==> src/rtl/logs_mixer_pkg.sv <==
// Shared definitions for the weighted audio mixer: modulator mode encodings,
// gain reset value and the raw-sum width helper.
package logs_mixer_pkg;

    localparam logic MODE_PWM = 1'b0;
    localparam logic MODE_SD  = 1'b1;

    // Unity gain after reset keeps the mix equal to a plain popcount.
    localparam int GAIN_RST = 1;

    function automatic int sum_width(input int n, input int w);
        return $clog2(n * ((1 << w) - 1) + 1);
    endfunction

endpackage

==> src/rtl/logs_mod_core.sv <==
// Modulator core: free-running period counter, latched mix level and a
// PWM / first-order sigma-delta output stage.
module logs_mod_core
    import logs_mixer_pkg::*;
#(
    parameter int K = 4
) (
    input  logic         clk,
    input  logic         reset_n,
    input  logic [K-1:0] sat_c,
    input  logic         mode,
    output logic         period_start,
    output logic         audio_out
);

    logic [K-1:0] counter;
    logic [K-1:0] level;
    logic [K-1:0] acc;
    logic [K:0]   acc_sum;
    logic         wrap;

    assign wrap    = (counter == '1);
    assign acc_sum = {1'b0, acc} + {1'b0, level};

    always_ff @(posedge clk or negedge reset_n) begin
        if (!reset_n) begin
            counter      <= '0;
            level        <= '0;
            acc          <= '0;
            period_start <= 1'b0;
            audio_out    <= 1'b0;
        end else begin
            counter      <= counter + K'(1);
            period_start <= wrap;
            case (mode)
                MODE_SD: begin
                    level     <= sat_c;
                    acc       <= acc_sum[K-1:0];
                    audio_out <= acc_sum[K];
                end
                default: begin
                    // Level only moves at the wrap so a period's duty never changes mid-way.
                    if (wrap) begin
                        level <= sat_c;
                    end
                    acc       <= '0;
                    audio_out <= (counter < level);
                end
            endcase
        end
    end

endmodule

==> src/rtl/logs_mixer_wt.sv <==
// Weighted N-channel mixer: per-line gain file, masked weighted sum clamped
// to the modulator full scale, driving a single-bit PWM / sigma-delta output.
module logs_mixer_wt
    import logs_mixer_pkg::*;
#(
    parameter int N         = 4,
    parameter int W         = 2,
    parameter int K         = 4,
    parameter int AW        = ($clog2(N) > 1) ? $clog2(N) : 1,
    parameter int SUM_WIDTH = sum_width(N, W)
) (
    input  logic          clk,
    input  logic          reset_n,
    input  logic [N-1:0]  audio_in,
    input  logic [N-1:0]  audio_mask,
    input  logic          mode,
    input  logic          gain_we,
    input  logic [AW-1:0] gain_addr,
    input  logic [W-1:0]  gain_data,
    output logic          period_start,
    output logic          audio_out
);

    localparam logic [K-1:0] FULL_SCALE = '1;

    logic [W-1:0]         gain [N];
    logic [SUM_WIDTH-1:0] sum_c;
    logic [K-1:0]         sat_c;

    // Decoding per entry means addresses beyond N-1 simply match nothing.
    always_ff @(posedge clk or negedge reset_n) begin
        if (!reset_n) begin
            for (int i = 0; i < N; i++) begin
                gain[i] <= W'(GAIN_RST);
            end
        end else begin
            for (int i = 0; i < N; i++) begin
                if (gain_we && (gain_addr == AW'(i))) begin
                    gain[i] <= gain_data;
                end
            end
        end
    end

    always_comb begin
        sum_c = '0;
        for (int i = 0; i < N; i++) begin
            if (audio_in[i] && audio_mask[i]) begin
                sum_c = sum_c + SUM_WIDTH'(gain[i]);
            end
        end
    end

    generate
        if (SUM_WIDTH > K) begin : g_clamp
            assign sat_c = (sum_c > SUM_WIDTH'(FULL_SCALE)) ? FULL_SCALE : sum_c[K-1:0];
        end else begin : g_extend
            assign sat_c = K'(sum_c);
        end
    endgenerate

    logs_mod_core #(
        .K (K)
    ) u_mod_core (
        .clk          (clk),
        .reset_n      (reset_n),
        .sat_c        (sat_c),
        .mode         (mode),
        .period_start (period_start),
        .audio_out    (audio_out)
    );

endmodule

==> config.mk <==
export PLATFORM = sky130hd
export DESIGN_NAME = logs_mixer_wt
export DESIGN_NICKNAME = d
export VERILOG_FILES = /design/src/rtl/logs_mixer_pkg.sv /design/src/rtl/logs_mod_core.sv /design/src/rtl/logs_mixer_wt.sv
export SDC_FILE = /design/constraint.sdc
export NUM_CORES = 1
export LEC_CHECK = 0
export BUFFER_PORTS_ARGS = -buffer_cell sky130_fd_sc_hd__buf_4
export CAP_MARGIN = 20
export CORE_MARGIN = 2
export CORE_UTILIZATION = 36
export DETAILED_ROUTE_END_ITERATION = 12
export GPL_TIMING_DRIVEN = 0
export SYNTH_ARGS = -nofsm -noshare
export SYNTH_HDL_FRONTEND = slang
export SYNTH_HIERARCHICAL = 1
export SYNTH_SLANG_ARGS = --single-unit
==> constraint.sdc <==
create_clock -name clk -period 4.2 [get_ports clk]
set_input_delay 0.84 -clock clk [delete_from_list [all_inputs] [get_ports clk]]
set_output_delay 0.84 -clock clk [all_outputs]
set_load 0.02 [all_outputs]
Yosys cells after proc, flatten, opt, wreduce, memory -nomap -nowiden
Index checks and enable logic that the tools add are counted.
Word-level totals
  output and inout bits: 2
  bits in read-only memories: 0
  input port bits: 16
  memories kept: 0
  register bits: 22
  word-level logic and storage cells: 37
  memory bits (writable): 0
  bits in latches: 0
Operators by class
  bitwise logic cells: 0
  divide/modulo/power cells: 0
  magnitude comparators: 1
  mux-type cells: 8
  shift-type cells: 0
  add/subtract/negate cells: 5
  $mul: 0
  reduce and logical (&&, ||, !) cells: 10
  eq/ne operators: 4
Operators with widths (count)
  $mux 4: 6
  $add 4x2->4: 3
  $logic_and 1x1->1: 8
  $add 4x4->5: 1
  $add 4x1->4 const B: 1
  $eq 2x2->1 const B: 2
  $eq 4x4->1 const B: 1
  $lt 4x4->1: 1
  $eq 2x1->1 const B: 1
  $logic_not 2->1: 1
  $mux 2: 1
  $reduce_bool 2->1: 1
  $mux 1: 1

Longest topological paths before layout
  word-level depth: 10
  mapped depth: 14
  gate-level depth less buffers: 14

Cells and area by module
Netlist, hierarchy kept.
By module, submodules not included
  logs_mod_core: cells an instance 55, seq. area each 350.3 µm², area an instance 708.2 µm², instances 1
  logs_mixer_wt: cells an instance 60, seq. area each 205.2 µm², area an instance 661.9 µm², instances 1

Worst setup path before layout
Ideal clock, no wire load.
  path kind: input port to flip-flop
  start: in audio_in[0]
  end: reg u_mod_core.level[3]
  path buffers: 0
  stages on the path: 14
  data required time: 4075 ps
  data arrival time: 3732 ps
  library setup time: 125 ps
  setup slack: 343 ps
  path through: and3_4 -> ha_1 -> fa_1 -> mux2_2 -> inv_1 -> fa_1 -> and3_1 -> nor2_1 -> ha_1 -> a21oi_1 -> nand2b_1 -> mux2i_1 -> a31o_2 -> mux2_4
On the way
  longest elaborated chain between the ends: 10
Ends and longest elaborated chain
  start: declaration: line logs_mixer_wt.sv:14  | input logic [N-1:0] audio_in,
  $logic_and 1x1->1 *: line logs_mixer_wt.sv:48  | if (audio_in[i] && audio_mask[i]) begin
  $mux 2 *: line logs_mixer_wt.sv:48
  $add 4x2->4: line logs_mixer_wt.sv:49  | sum_c = sum_c + SUM_WIDTH'(gain[i]);
  $mux 4 *: line logs_mixer_wt.sv:48
  $add 4x2->4: line logs_mixer_wt.sv:49
  $mux 4 *: line logs_mixer_wt.sv:48
  $add 4x2->4: line logs_mixer_wt.sv:49
  $mux 4 *: line logs_mixer_wt.sv:48
  net sat_c[3]: line logs_mixer_wt.sv:28  | logic [K-1:0] sat_c;
  $mux 4: line logs_mod_core.sv:43  | if (wrap) begin
  $mux 4 *: line logs_mod_core.sv:35  | case (mode)
  end signal: assignment: line logs_mod_core.sv:37  | level <= sat_c;
  end signal: assignment: line logs_mod_core.sv:44  | level <= sat_c;
  end: declaration: line logs_mod_core.sv:17  | logic [K-1:0] level;
The timed path passes the listed nets; every way through them passes the cells marked *. The select of a mux whose other input is x is not followed.
A chain may end at the register's enable or synchronous reset.

Worst setup path after layout
Same ends and word-level chain as after synthesis.

==> impl_metrics.yaml <==
route:
  dr.pass1.iters: 4
  vias_per_cell: 4.87
  ant_nets: 0
  drt_iter0_drc: 24
  post-route-drc-count: 0
  vias: 896
  wl_per_cell_um: 12.7
  postRouteWirelength_um: 2330
setup_path:
  required_ps: 4350
  critPathLaunchType: "primary input"
  arrival_ps: 4050
  rrSetupSlack_ps: 490
  cp-end-kind: "flop"
  crit_path_max_fanout: 3
  crit_type: "primary input to flop"
timing:
  skew_ps: 2.07
  rsz0062_at_grt: "no"
  setup-tns-final_ps: 0
  hold_viol: 0
  whs_ps: 454
  fmax_mhz: 256
  min_period_ps: 3900
  layout_setup_ws_ps: 299
  worst_slew_pin_slew_ps: 373
  drv_slew: 0
  relSlewSlack_pct: 74.8
  setup_violations: 0
  finalCritPeriodShare_pct: 92.9
die:
  fp-row-count: 22
  die_w_um: 65.7
  core_area_mm2: 0.00366
  dieArea_mm2: 0.00432
  start_util_pct: 37.4
  die_h_um: 65.7
  ioPinCount: 18
grt:
  track_usage_pct: 12.5
  grt_max_degree: 23
  antenna_found_initial: 0
  grt-ovfl-total: 0
  grt_pass1_vias: 945
  grt_pass1_wl_um: 4090
pwr:
  switching_share_pct: 28.1
  pwr-share-clk_pct: 24.5
  ir_drop_v: 0.000149
  p_int_mw: 0.437
  cellLeakagePower_nw: 0.784
  power_density_mw_per_mm2: 377
  p_switching_mw: 0.171
  seq_power_share_pct: 45.7
  pwr-share-comb_pct: 29.9
  total_power_mw: 0.607
cells_and_area:
  syn_to_final_growth_pct: 17.7
  drive_above_1_share_pct: 34.6
  nets: 170
  fill_cells: 345
  antenna_cells: 0
  post_layout_nonfiller_instances: 184
  utilization_pct: 44.1
  final_area_mm2: 0.00161
placed_design:
  pre_cts_slack_ps: -4.97
  dp_hpwl_um: 1980
  place_area_mm2: 0.00156
  gp_congestion: 0.714
  dp.cells: 180
  io_buffers: 17
cts:
  clk_latency_ps: 260
  cts_buffers: 3
  cts_tree: "yes"
  ctsResizeCount: 0
  holdBufCountCts: 0
  root_buffer: "clkbuf_8"
  cts_max_level: 1
  clk_pin_slew_ps: 80
  cts.sinks: 22
  clock_path_buffers: 2
  post-cts-setup-buffer-count: 0
synth:
  synth.distinct_cells: 33
  synth.avg_cell_area_um2: 11.9
  synthCells: 115
  synth_area_mm2: 0.00137
  yosys_warnings: 6
  mappedNetlistNets: 148
  ys_seq_area_share_pct: 40.5
  synth_seq_cells: 22
run:
  drv_cap: 0
status:
  status: "completed"
worst_hold_path:
  min_path_type: "primary input to async pin"
## layout by cell type (no fill, tap or decap)
cell	count
nand2_1	5
mux2_4	6
nand3_1	2
and2_4	1
nand3b_1	3
a21o_1	1
a31o_2	1
ha_1	13
o21ai_0	1
nor2b_1	3
or2_2	1
nor3_1	1
and2_1	3
and3_4	2
fa_1	4
inv_1	9
buf_4	17
a21oi_1	5
dfrtp_1	18
dfstp_2	4
mux2i_1	2
and3_1	2
o211ai_1	1
o311ai_0	1
clkbuf_1	1
xnor2_1	3
nor2_1	4
nor3b_1	2
mux2_2	10
clkbuf_8	4
xor2_1	1
o31ai_1	1
nand2b_1	2
nor2_4	1
a211o_1	1
## cell type report
type | count | area [µm²] | share of cell area [%]
buffer | 1 | 3.75 | 0.233
multi-input combinational | 83 | 777 | 48.2
sequential | 22 | 556 | 34.4
timing repair buffer | 17 | 128 | 7.91
tap | 48 | 60.1 | 3.72
inverter | 9 | 33.8 | 2.09
clock buffer | 4 | 55.1 | 3.41
## power by group through the flow
stage | Clock, mW | Sequential, mW | Combinational [mW]
3_3_place_gp | 0 | 0.280 | 0.173
3_5_place_dp | 0 | 0.283 | 0.186
2_1_floorplan | 0 | 0.277 | 0.132
6_report | 0.149 | 0.277 | 0.182
5_1_grt | 0.168 | 0.283 | 0.214
4_1_cts | 0.155 | 0.279 | 0.187
## Yosys cell counts
cell type	count	area share [%]
nor3b_1	2	1.1
dfstp_2	4	7.7
mux2_4	6	6.6
nand3b_1	3	1.6
nand2_1	5	1.4
inv_1	9	2.5
a211o_1	1	0.64
a21o_1	1	0.55
xor2_1	1	0.64
and2_4	1	0.64
o311ai_0	1	0.64
a21oi_1	5	1.8
xnor2_1	3	1.9
and3_1	2	0.91
or2_2	1	0.46
and2_1	3	1.4
nor2b_1	3	1.4
clkbuf_1	1	0.27
nand2b_1	2	0.91
ha_1	13	12
mux2_2	10	8.2
nor2_1	4	1.1
fa_1	4	5.8
and3_4	2	1.6
mux2i_1	2	1.5
nand3_1	2	0.73
a31o_2	1	0.64
o31ai_1	1	0.55
o21ai_0	1	0.36
o211ai_1	1	0.55
dfrtp_1	18	33
nor3_1	1	0.36
nor2_4	1	0.82
## path summary, 6_finish.rpt
check / startpoint / cells after the start / to
max: audio_in[0] / 15 / u_mod_core/level[3]
min: reset_n / 1 / u_mod_core/period_start
max reg2reg: gain[6] / 14 / u_mod_core/level[3]
min reg2reg: u_mod_core/counter[0] / 1 / u_mod_core/counter[0]
max in group asynchronous: reset_n / 1 / gain[6]
min in group clk: u_mod_core/counter[0] / 1 / u_mod_core/counter[0]
## cell families after synthesis
logic type | share of synthesized area (%)
and+or+nand+nor | 14.4
DFF | 40.5
muxes | 16.3
adders and majority gates | 17.7
AOI/OAI and AO/OA | 5.75
buffers and inverters | 2.74
xor gates and xnor gates | 2.56
## state kept, by name, summed over array words and instances (netlist names)
signal,flops
u_mod_core/audio_out,1
u_mod_core/acc,4
gain,8
u_mod_core/period_start,1
u_mod_core/counter,4
u_mod_core/level,4
## worst max-delay path: stages
cell and delay [ps]:
buf_4 110, and3_4 160, ha_1 180, fa_1 420, mux2_2 310, inv_1 80
fa_1 400, and3_1 210, nor2_1 190, ha_1 280, a21oi_1 140, nand2b_1 150
mux2i_1 80, a31o_2 240, mux2_4 260
## per-layer routing
| layer | up-vias | track usage [%] | wire length (µm) |
|---|---|---|---|
| met3 | 5 | 2.05 | 85 |
| li1 | 440 | - | - |
| met5 | - | 0 | 0 |
| met1 | 434 | 13.8 | 962 |
| met2 | 17 | 23.6 | 1240 |
| met4 | 0 | 4.69 | 38 |
(Power assumes the default switching activity.)
